[src/rtl/logic_unit_pipe.sv]
// Two-stage pipelined bitwise logic unit with valid/ready handshake on both
// sides, reduction flags on the result and a saturating delivered-result count.
module logic_unit_pipe #(
  parameter int WIDTH = 8,
  parameter int CNT_W = 16
) (
  input  logic             clk,
  input  logic             rst,
  input  logic             in_valid,
  output logic             in_ready,
  input  logic [2:0]       op,
  input  logic [WIDTH-1:0] a,
  input  logic [WIDTH-1:0] b,
  output logic             out_valid,
  input  logic             out_ready,
  output logic [WIDTH-1:0] y,
  output logic             zero,
  output logic             ones,
  output logic             parity,
  output logic [CNT_W-1:0] op_count
);

  logic             s1_v;
  logic             s2_v;
  logic [2:0]       s1_op;
  logic [WIDTH-1:0] s1_a;
  logic [WIDTH-1:0] s1_b;
  logic [WIDTH-1:0] result;
  logic             adv1;
  logic             adv2;

  // Combinational ready chain: a stage may advance when the one after it
  // is empty or emptying this same cycle, so no bubble is inserted.
  assign adv2      = !s2_v || out_ready;
  assign adv1      = !s1_v || adv2;
  assign in_ready  = adv1 && !rst;
  assign out_valid = s2_v;

  always_comb begin
    result = '0;
    case (s1_op)
      3'd0: result = s1_a & s1_b;
      3'd1: result = s1_a | s1_b;
      3'd2: result = ~(s1_a & s1_b);
      3'd3: result = ~(s1_a | s1_b);
      3'd4: result = ~s1_a;
      3'd5: result = s1_a ^ s1_b;
      3'd6: result = ~(s1_a ^ s1_b);
      3'd7: result = s1_a;
      default: result = '0;
    endcase
  end

  always_ff @(posedge clk or posedge rst) begin
    if (rst) begin
      s1_v  <= 1'b0;
      s1_op <= '0;
      s1_a  <= '0;
      s1_b  <= '0;
    end else if (in_valid && in_ready) begin
      s1_v  <= 1'b1;
      s1_op <= op;
      s1_a  <= a;
      s1_b  <= b;
    end else if (adv2) begin
      s1_v  <= 1'b0;
    end
  end

  // Flags are registered alongside y so they always describe the held result.
  always_ff @(posedge clk or posedge rst) begin
    if (rst) begin
      s2_v   <= 1'b0;
      y      <= '0;
      zero   <= 1'b0;
      ones   <= 1'b0;
      parity <= 1'b0;
    end else if (adv2 && s1_v) begin
      s2_v   <= 1'b1;
      y      <= result;
      zero   <= (result == '0);
      ones   <= &result;
      parity <= ^result;
    end else if (out_ready) begin
      s2_v   <= 1'b0;
    end
  end

  always_ff @(posedge clk or posedge rst) begin
    if (rst) begin
      op_count <= '0;
    end else if (s2_v && out_ready && (op_count != {CNT_W{1'b1}})) begin
      op_count <= op_count + 1'b1;
    end
  end

endmodule

[config.mk]
export PLATFORM = sky130hd
export DESIGN_NAME = logic_unit_pipe
export DESIGN_NICKNAME = d
export VERILOG_FILES = /design/src/rtl/logic_unit_pipe.sv
export SDC_FILE = /design/constraint.sdc
export NUM_CORES = 1
export LEC_CHECK = 0
export ABC_AREA = 1
export ABC_CLOCK_PERIOD_IN_PS = 2200
export CAP_MARGIN = 20
export CORE_ASPECT_RATIO = 1.2
export CORE_MARGIN = 10
export CORE_UTILIZATION = 55
export DETAILED_ROUTE_END_ITERATION = 8
export DONT_BUFFER_PORTS = 1
export GPL_ROUTABILITY_DRIVEN = 0
export PLACE_DENSITY = 0.75
export REMOVE_ABC_BUFFERS = 1
export SLEW_MARGIN = 20
export SYNTH_ARGS = -nofsm -noshare
export SYNTH_HDL_FRONTEND = slang
export SYNTH_SLANG_ARGS = --single-unit
export TNS_END_PERCENT = 30
[constraint.sdc]
create_clock -name clk -period 2.2 [get_ports clk]
set_input_delay 0.33 -clock clk [delete_from_list [all_inputs] [get_ports clk]]
set_output_delay 0.33 -clock clk [all_outputs]
set_load 0.01 [all_outputs]
After elaboration in Yosys (flattened, before gate mapping)

Cells that the tools add are included.

Register bits after elaboration: 48
Input port bits: 23
Logic and storage cells: 47

Add/sub/neg operators: 1
Eq/ne operators: 8
Multiplexer cells: 5
Bitwise operators: 7
Reduce and logical (&&, ||, !) cells: 16

Operators by type and width:

| cell                    | number |
|---|---|
| $pmux W8 S8             | 1 |
| $not A8 Y8              | 4 |
| $add A16 B1 Y16 const B | 1 |
| $ne A16 B16 Y1 const B  | 1 |
| $eq A3 B3 Y1 const B    | 4 |
| $and A8 B8 Y8           | 1 |
| $logic_not A8 Y1        | 1 |
| $or A8 B8 Y8            | 1 |
| $reduce_and A8 Y1       | 1 |
| $reduce_xor A8 Y1       | 1 |
| $xor A8 B8 Y8           | 1 |
| $eq A3 B2 Y1 const B    | 2 |
| $logic_and A1 B1 Y1     | 5 |
| $mux W1                 | 4 |
| $reduce_bool A2 Y1      | 2 |
| $eq A3 B1 Y1 const B    | 1 |
| $logic_not A1 Y1        | 3 |
| $logic_not A3 Y1        | 1 |
| $logic_or A1 B1 Y1      | 2 |

Logic depth before layout (Yosys ltp)

Gate-level depths: netlist (run 1).

Depth after elaboration: 6
Gate-level depth with buffers: 12
Gate-level depth less buffers: 12

Worst setup path after synthesis (run 1)

No wires, ideal clock.

Path kind: input to register
From: in rst
To: reg s1_a[0]
Setup time: 0.077 ns
Data arrival time: 2.140 ns
Slack: -0.018 ns
Stages on the path: 7
Buffers on the path: 2
Cells stage by stage: inv_1 nand2_1 inv_1 nand2_1 buf_2 buf_2 a21oi_1

Cells in the longest elaborated chain, start to end: 3

RTL lines:

| what                       | RTL line | RTL |
|---|---|---|
| from (decl)                | 8        | `input logic rst,` |
| $logic_not A1 Y1 (no line) | -        |  |
| $logic_and A1 B1 Y1        | 36       | `assign in_ready = adv1 && !rst;` |
| named net in_ready         | 10       | `output logic in_ready,` |
| $logic_and A1 B1 Y1        | 60       | `end else if (in_valid && in_ready) begin` |
| to (signal assigned)       | 58       | `s1_a <= '0;` |
| to (signal assigned)       | 63       | `s1_a <= a;` |
| to (decl)                  | 26       | `logic [WIDTH-1:0] s1_a;` |

The timed path passes the listed nets, and every way through them passes these cells.
A chain may end at the register's enable or synchronous reset.

Worst setup path after layout (run 1)

From: reg s1_op[0]
To: reg parity

Cells in the longest elaborated chain, start to end: 3

RTL lines:

| what                                       | RTL line | RTL |
|---|---|---|
| from (decl)                                | 25       | `logic [2:0] s1_op;` |
| from (signal assigned)                     | 62       | `s1_op <= op;` |
| $eq A3 B3 Y1, or another cell as far along | 41       | `case (s1_op)` |
| $pmux W8 S8 (*)                            | 41       |  |
| named net result[1]                        | 28       | `logic [WIDTH-1:0] result;` |
| $reduce_xor A8 Y1 (*)                      | 83       | `parity <= ^result;` |
| to (signal assigned)                       | 83       |  |
| to (decl)                                  | 19       | `output logic parity,` |

The timed path passes the listed nets; every way through them passes the cells marked *.

==> reports/metrics.sh, run 1 <==
PLACE.PORT_BUFFERS=0
DRT_ITER0_MARKERS=163
VIAS_PER_CELL=5.430
GRT_FIRST_PASS_WIRELENGTH_UM=13160
FINISH.UTILIZATION_PCT=62.27
DETAIL_ROUTE.DRC_VIOLATIONS=0
HOLD_VIOL=0
WORSTPATHMAXFANOUT=15
POWER_DENSITY_nW_PER_UM2=802.1
SLEW_HEADROOM_PCT=60.19
RSZ0062_AT_GRT='false'
CRITPATHKIND='flop to flop'
WORST_SETUP_PATH_START_KIND='flop'
DIEHEIGHT_UM=105.0
YS_WARN_COUNT=0
GRT-OVFL-TOTAL=0
DRT-WIRELENGTH-PER-CELL_UM=14.29
VIAS=3019
DIE_W_UM=90.83
NUM-NETS-FINAL=524
FP.COREAREA_SQ_UM=5743
GRT_START_MAX_NET_PINS=49
MAXSLEWVIOLCOUNT=0
DRT.ANTENNA.VIOLATING_NETS=0
WORST_SKEW_PAIR.LATE_LATENCY_NS=0.30
MOSTFREQUENTLAYOUTCELL='nand2_1'
DETAILEDROUTE.FIRSTPASSITERATIONCOUNT=4
IRDROPWORSTVDD_mV=0.4798
LAYOUT.CELLS.MOST_COMMON_LIST='146 x nand2_1, 52 x inv_1, 52 x nor2_1'
TIGHTEST_SLEW_NS=0.5971
PLACED_CELLS=547
ANTENNADIODECOUNT=0
ROWS=30
SYNTH.YOSYS.SEQ_AREA_SHARE_PCT=36.28
TIMING.HOLD.WORST.CLASS='input pin to async pin'
PERIOD_UTILIZATION_POST_ROUTE_PCT=93.10
AREAGROWTHSYNTHTOFINISH_PCT=8.012
SYNTHCELLS=470
WORSTSETUPSTARTPOINT='s1_op[0]$_DFFE_PP0P_'
CRIT_PATH_END_KIND='flop'
POST-ROUTE-MIN-PERIOD_NS=2.048
HOLD_BUFFERS=0
WORST_R2R_STARTPOINT='s1_op[0]$_DFFE_PP0P_'
DETAILED_PLACE.AREA_SQ_UM=3437
CLOCK_PATH_BUFFERS=2
P_LEAK_uW=0.001945
CTS_BUFFERS=5
YOSYS.CELL_TYPES.COUNT=23
ARRIVAL_NS=2.23
DRIVE_GT1_SHARE_PCT=8.824
VIA_COUNT_OF_THE_FIRST_GLOBAL_ROUTING_PASS=2979
WORSTPATHREQUIRED_NS=2.38
INITIAL_CORE_UTIL_PCT=57.65
CTS.CLK_SLEW.WORST_PATHS_NS=0.08
TIMING.SETUP.TNS_NS=0
MAX_CAP_VIOLATIONS=0
ACHIEVABLE-FREQUENCY_MHz=488.2
CTS_NUM_SINKS=48
CLOCK_TREE_FROM_TRITONCTS='done'
PRE_CTS_SLACK_NS=0.04176
NON_FILLER_CELL_AREA_FINAL_SQ_UM=3576
OUTCOME='complete, no violations'
NUMBER_OF_H_TREE_LEVELS=2
DRT_WL_TOTAL_UM=7947
FINALSETUPVIOLCOUNT=0
LAYOUTNONFILLERINSTCOUNT=556
DP_HPWL_UM=5906
FINAL.SETUP_SKEW_NS=0.004333
ANTENNA_FOUND_INITIAL=0
GRT_USAGE_PCT=16.17
MAPPEDNETLISTAREA_SQ_UM=3311
SYN_AVG_CELL_AREA_SQ_UM=7.044
SYNTH_SEQ_CELLS=48
PORTS_PLACED_ON_THE_BOUNDARY=52
ROOT_BUFFER='clkbuf_8'
WORSTREGTOREGCELLS=10
FP.DIEAREA_SQ_UM=9536
FINAL.SETUP.WORST_SLACK_NS=0.1518
==> synthesized netlist by cell type <==
cell type	n	share of area, %
nand2_1	146	17
inv_1	54	6.1
nor2_1	52	5.9
dfrtp_1	48	36
nand3_1	39	5.9
nand4_1	29	5.5
ha_1	25	9.4
a21oi_1	23	3.5
buf_2	12	1.8
xnor2_1	9	2.4
clkbuf_1	6	0.68
xor2_1	5	1.3
inv_2	4	0.45
nand3b_1	4	0.91
o21ai_0	4	0.60
nor2_2	3	0.57
a21oi_2	1	0.26
and2_1	1	0.19
buf_6	1	0.34
clkinv_1	1	0.11
nand2_2	1	0.19
nand3_4	1	0.53
nor3_4	1	0.49
==> metal layers <==
layer / up-vias / track usage [%] / part of all wire (%)
met5: - / 0 / 0
met4: 0 / 6.726 / 2.3
met3: 20 / 4.438 / 7.5
met2: 102 / 30.16 / 52
met1: 1399 / 16.47 / 38
li1: 1498 / - / -
==> power breakdown <==
group | switching (uW) | total (uW) | internal [uW] | leakage [uW]
Combinational | 612 | 1030 | 423 | 0.00131
Clock | 286 | 566 | 280 | 0.0000503
Sequential | 228 | 1270 | 1040 | 0.000590
Total | 1130 | 2870 | 1740 | 0.00195
==> registers in the layout, summed over array words and instances (netlist names) <==
| signal | flops |
|---|---|
| s1_b | 8 |
| s1_v | 1 |
| s1_a | 8 |
| ones | 1 |
| s1_op | 3 |
| op_count | 16 |
| parity | 1 |
| y | 8 |
| zero | 1 |
| out_valid | 1 |
==> final timing paths <==
path | endpoint | slack (ns)
max | parity$_DFFE_PP0P_ | 0.15
min | s1_a[6]$_DFFE_PP0P_ | 0.12
max reg2reg | parity$_DFFE_PP0P_ | 0.15
min reg2reg | s1_b[2]$_DFFE_PP0P_ | 0.55
max in group asynchronous | s1_op[1]$_DFFE_PP0P_ | 1.65
min in group clk | s1_op[1]$_DFFE_PP0P_ | 0.18
==> kinds of logic after synthesis <==
| family | share of synthesized area, % |
|---|---|
| adder cells (fa/ha/maj) | 9.448 |
| flip-flops | 36.28 |
| buffers and inverters | 9.523 |
| XOR/XNOR | 3.704 |
| AO/OA/AOI/OAI | 4.346 |
| AND/OR/NAND/NOR | 36.70 |
==> what timing repair did <==
action	4_1_cts	5_1_grt
setup buffers	0	1
gates resized for setup	0	9
setup endpoints to repair	0	1
==> cell type report <==
cell class	instances	area, sq um
fillers	552	2167
well taps	80	100.1
multi-input cells	344	1812
repair inverters	1	7.507
repair buffers	17	131.4
clock buffers	7	96.34
flip-flops and latches	48	1204
inverters	59	225.2
==> worst max-delay path: stages, from the launching register on <==
cell and delay, ns:
dfrtp_1 0.49, buf_4 0.26, nand3_1 0.12, nor2_1 0.12, nor2_1 0.06, nand3_1 0.12
inv_1 0.06, ha_1 0.30, xnor2_2 0.18, xnor2_1 0.12, o21ai_0 0.09
==> stage by stage <==
step           hold slack, ns  total power, uW
2_1_floorplan          0.4886             1969
3_3_place_gp           0.4672             2223
3_5_place_dp           0.4816             2276
4_1_cts                0.1495             2843
5_1_grt                0.1675             3099
6_report               0.1235             2868
No activity file was read; power rests on OpenSTA's default activity.
==> run 2, diff against run 1 <==
Settings changed: CAP_MARGIN 20 to not set, RECOVER_POWER set to 50.
==> reports/metrics.sh, run 2 (synthesis gave the netlist of run 1 again) <==
PATH_DELAY_FAMILY='flip-flops'
HOLD-PATH-CELL-COUNT=2
DIEHEIGHT_UM=105.0  # unchanged
TIMING.HOLD.WORST.CLASS='input pin to flop'
POWER.SHARE.COMBINATIONAL_PCT=36.1  # about the same
FP.DIEAREA_SQ_UM=9536  # unchanged
REGISTER_BANK_WITH_THE_MOST_FLOPS='op_count'
WORSTPATHREQUIRED_NS=2.39  # about the same
DRT_ITER0_MARKERS=159  # -2.5%
MOSTFREQUENTLAYOUTCELL='nand2_1'
ACHIEVABLE-FREQUENCY_MHz=488.1  # about the same
CRITPATHKIND='flop to flop'
DRIVE_GT1_SHARE_PCT=8.613  # -0.21 points
VIA_COUNT_OF_THE_FIRST_GLOBAL_ROUTING_PASS=2979  # unchanged
WORST_SETUP_PATH_START_KIND='flop'
DRT-WIRELENGTH-PER-CELL_UM=14.34  # +0.34%
WORST_SKEW_PAIR.LATE_LATENCY_NS=0.30  # about the same
TIMING.CRITICAL_PATH.SLOWEST_CELL_DELAY_NS=0.49  # about the same
INITIAL_CORE_UTIL_PCT=57.65  # unchanged
MAX_CAP_VIOLATIONS=0  # unchanged
HOLD_VIOL=0  # unchanged
DP_HPWL_UM=5906  # unchanged
FP.COREAREA_SQ_UM=5743  # unchanged
TIGHTEST_SLEW_NS=1.173  # +0.5764 ns
OUTCOME='complete, no violations'
DIE_W_UM=90.83  # unchanged
MAXSLEWVIOLCOUNT=0  # unchanged
POST-ROUTE-MIN-PERIOD_NS=2.049  # +0.0006390 ns
AREAGROWTHSYNTHTOFINISH_PCT=7.937  # about the same
PLACED_CELLS=547  # unchanged
CTS_BUFFERS=5  # unchanged
DRT.ANTENNA.VIOLATING_NETS=0  # unchanged
GRT_START_MAX_NET_PINS=49  # unchanged
GRT_USAGE_PCT=16.17  # unchanged
CTS_NUM_SINKS=48  # unchanged
PRE_CTS_SLACK_NS=0.04176  # unchanged
CLOCK_TREE_FROM_TRITONCTS='done'
ANTENNADIODECOUNT=0  # unchanged
DETAILEDROUTE.FIRSTPASSITERATIONCOUNT=4  # unchanged
DETAIL_ROUTE.DRC_VIOLATIONS=0  # unchanged
CLOCK_PATH_BUFFERS=2  # unchanged
LAYOUT.CELLS.MOST_COMMON_LIST='146 x nand2_1, 53 x inv_1, 52 x nor2_1'
CELL_BREAKDOWN_OF_THE_CRITICAL_PATH='buf_4 -> nand3_1 -> nor2_1 -> nor2_1 -> nand3_1 -> inv_1 -> ha_1 -> xnor2_2 -> xnor2_1 -> o21ai_0'
ROOT_BUFFER='clkbuf_8'
SLEW_HEADROOM_PCT=21.77  # -38 points
DRT_WL_TOTAL_UM=7974  # +0.34%
INTERNAL_POWER_uW=1742  # about the same
GRT_FIRST_PASS_WIRELENGTH_UM=13160  # unchanged
LARGEST_REGISTER_FF_COUNT=16  # unchanged
P_LEAK_uW=0.001946  # about the same
POWER.SWITCHING_uW=1128  # +0.21%
ARRIVAL_NS=2.24  # about the same
FINALPOWER_uW=2870  # about the same
WORSTPATHMAXFANOUT=15  # unchanged
WORSTREGTOREGCELLS=10  # unchanged
PORTS_PLACED_ON_THE_BOUNDARY=52  # unchanged
P_SEQ_SHARE_PCT=44.2  # about the same
FINAL.SETUP_SKEW_NS=0.004946  # +0.0006128 ns
NUM-NETS-FINAL=524  # unchanged
CTS.CLK_SLEW.WORST_PATHS_NS=0.08  # about the same
CLOCK_POWER_SHARE_PCT=19.8  # about the same
VIAS=3029  # +0.33%
LAYOUTNONFILLERINSTCOUNT=556  # unchanged
CP_SLOWEST_CELL='dfrtp_1'
VIAS_PER_CELL=5.448  # +0.33%
GRT-OVFL-TOTAL=0  # unchanged
POWER_DENSITY_nW_PER_UM2=803.2  # +0.13%
FINAL.SETUP.WORST_SLACK_NS=0.1511  # -0.0006390 ns
ANTENNA_FOUND_INITIAL=0  # unchanged
IRDROPWORSTVDD_mV=0.4808  # +0.20%
BUFFERING_STAGE_COUNT_ON_THE_WORST_PATH_WITH_INVERTERS_INCLUDED=2  # unchanged
FINALSETUPVIOLCOUNT=0  # unchanged
RSZ0062_AT_GRT='false'
ROWS=30  # unchanged
NUMBER_OF_H_TREE_LEVELS=2  # unchanged
CP_NUM_CELLS=10  # unchanged
PLACE.PORT_BUFFERS=0  # unchanged
CRIT_PATH_END_KIND='flop'
SW_RATIO_PCT=39.31  # +0.061 points
FINISH.UTILIZATION_PCT=62.22  # about the same
PERIOD_UTILIZATION_POST_ROUTE_PCT=93.13  # about the same
==> run 2: cell count changes in the layout (fill, tap and decap cells not counted), sizes merged <==
| cell | delta |
|---|---|
| clkbuf | +1 |
| buf | -1 |
==> run 2: power by group through the flow <==
stage	Combinational [uW]	Sequential (uW)	Clock [uW]
2_1_floorplan	710	1260	0
3_3_place_gp	947	1280	0
3_5_place_dp	994	1280	0
4_1_cts	998	1270	578
5_1_grt	1190	1300	613
6_report	1040	1270	567
==> run 2: worst paths after layout <==
check                                      from                   end  slack, ns
max in group asynchronous                   rst  s1_op[1]$_DFFE_PP0P_       1.03
max reg2reg                s1_op[0]$_DFFE_PP0P_    parity$_DFFE_PP0P_       0.15
min reg2reg                 s1_b[2]$_DFFE_PP0P_   s1_b[2]$_DFFE_PP0P_       0.55
min                                       op[1]  s1_op[1]$_DFFE_PP0P_       0.17
max                        s1_op[0]$_DFFE_PP0P_    parity$_DFFE_PP0P_       0.15
min in group asynchronous                   rst   s1_a[6]$_DFFE_PP0P_       0.40
==> run 2: worst reg2reg max path, delay by kind of cell, from the launching register on <==
kind | cells | cell delay (ns)
flops | 1 | 0.49
simple gates | 4 | 0.43
buf+inv | 2 | 0.32
fa+ha+maj | 1 | 0.30
xor+xnor | 2 | 0.30
compound gates | 1 | 0.09
==> run 2: metrics by stage <==
stage | cell area [sq um] | hold WS [ns] | setup TNS, ns
global placement | 3437 | 0.4672 | 0
finish | 3573 | 0.1730 | 0
detailed placement | 3437 | 0.4816 | 0
CTS | 3533 | 0.1495 | 0
global route | 3573 | 0.1789 | 0
floorplan | 3217 | 0.4886 | -6.740
==> run 2: timing repair <==
item	CTS	global route
setup buffers	0	1
hold buffers	0	0
endpoints found under the setup margin	0	1
gates resized for setup	0	9
==> run 2: area by class of cell <==
class | count | area [sq um]
Clock buffer | 7 | 96.34
Inverter | 59 | 225.2
Timing Repair inverter | 1 | 7.507
Multi-Input combinational cell | 344 | 1812
Tap cell | 80 | 100.1
Sequential cell | 48 | 1204
Fill cell | 553 | 2170
Timing Repair Buffer | 17 | 128.9
==> run 2: metal layers <==
metal | wire length (um) | GRT usage [%] | part of all wire [%]
met1 | 3107 | 16.47 | 39
met2 | 4162 | 30.16 | 52
met3 | 517 | 4.438 | 6.5
met4 | 185 | 6.726 | 2.3
met5 | 0 | 0 | 0
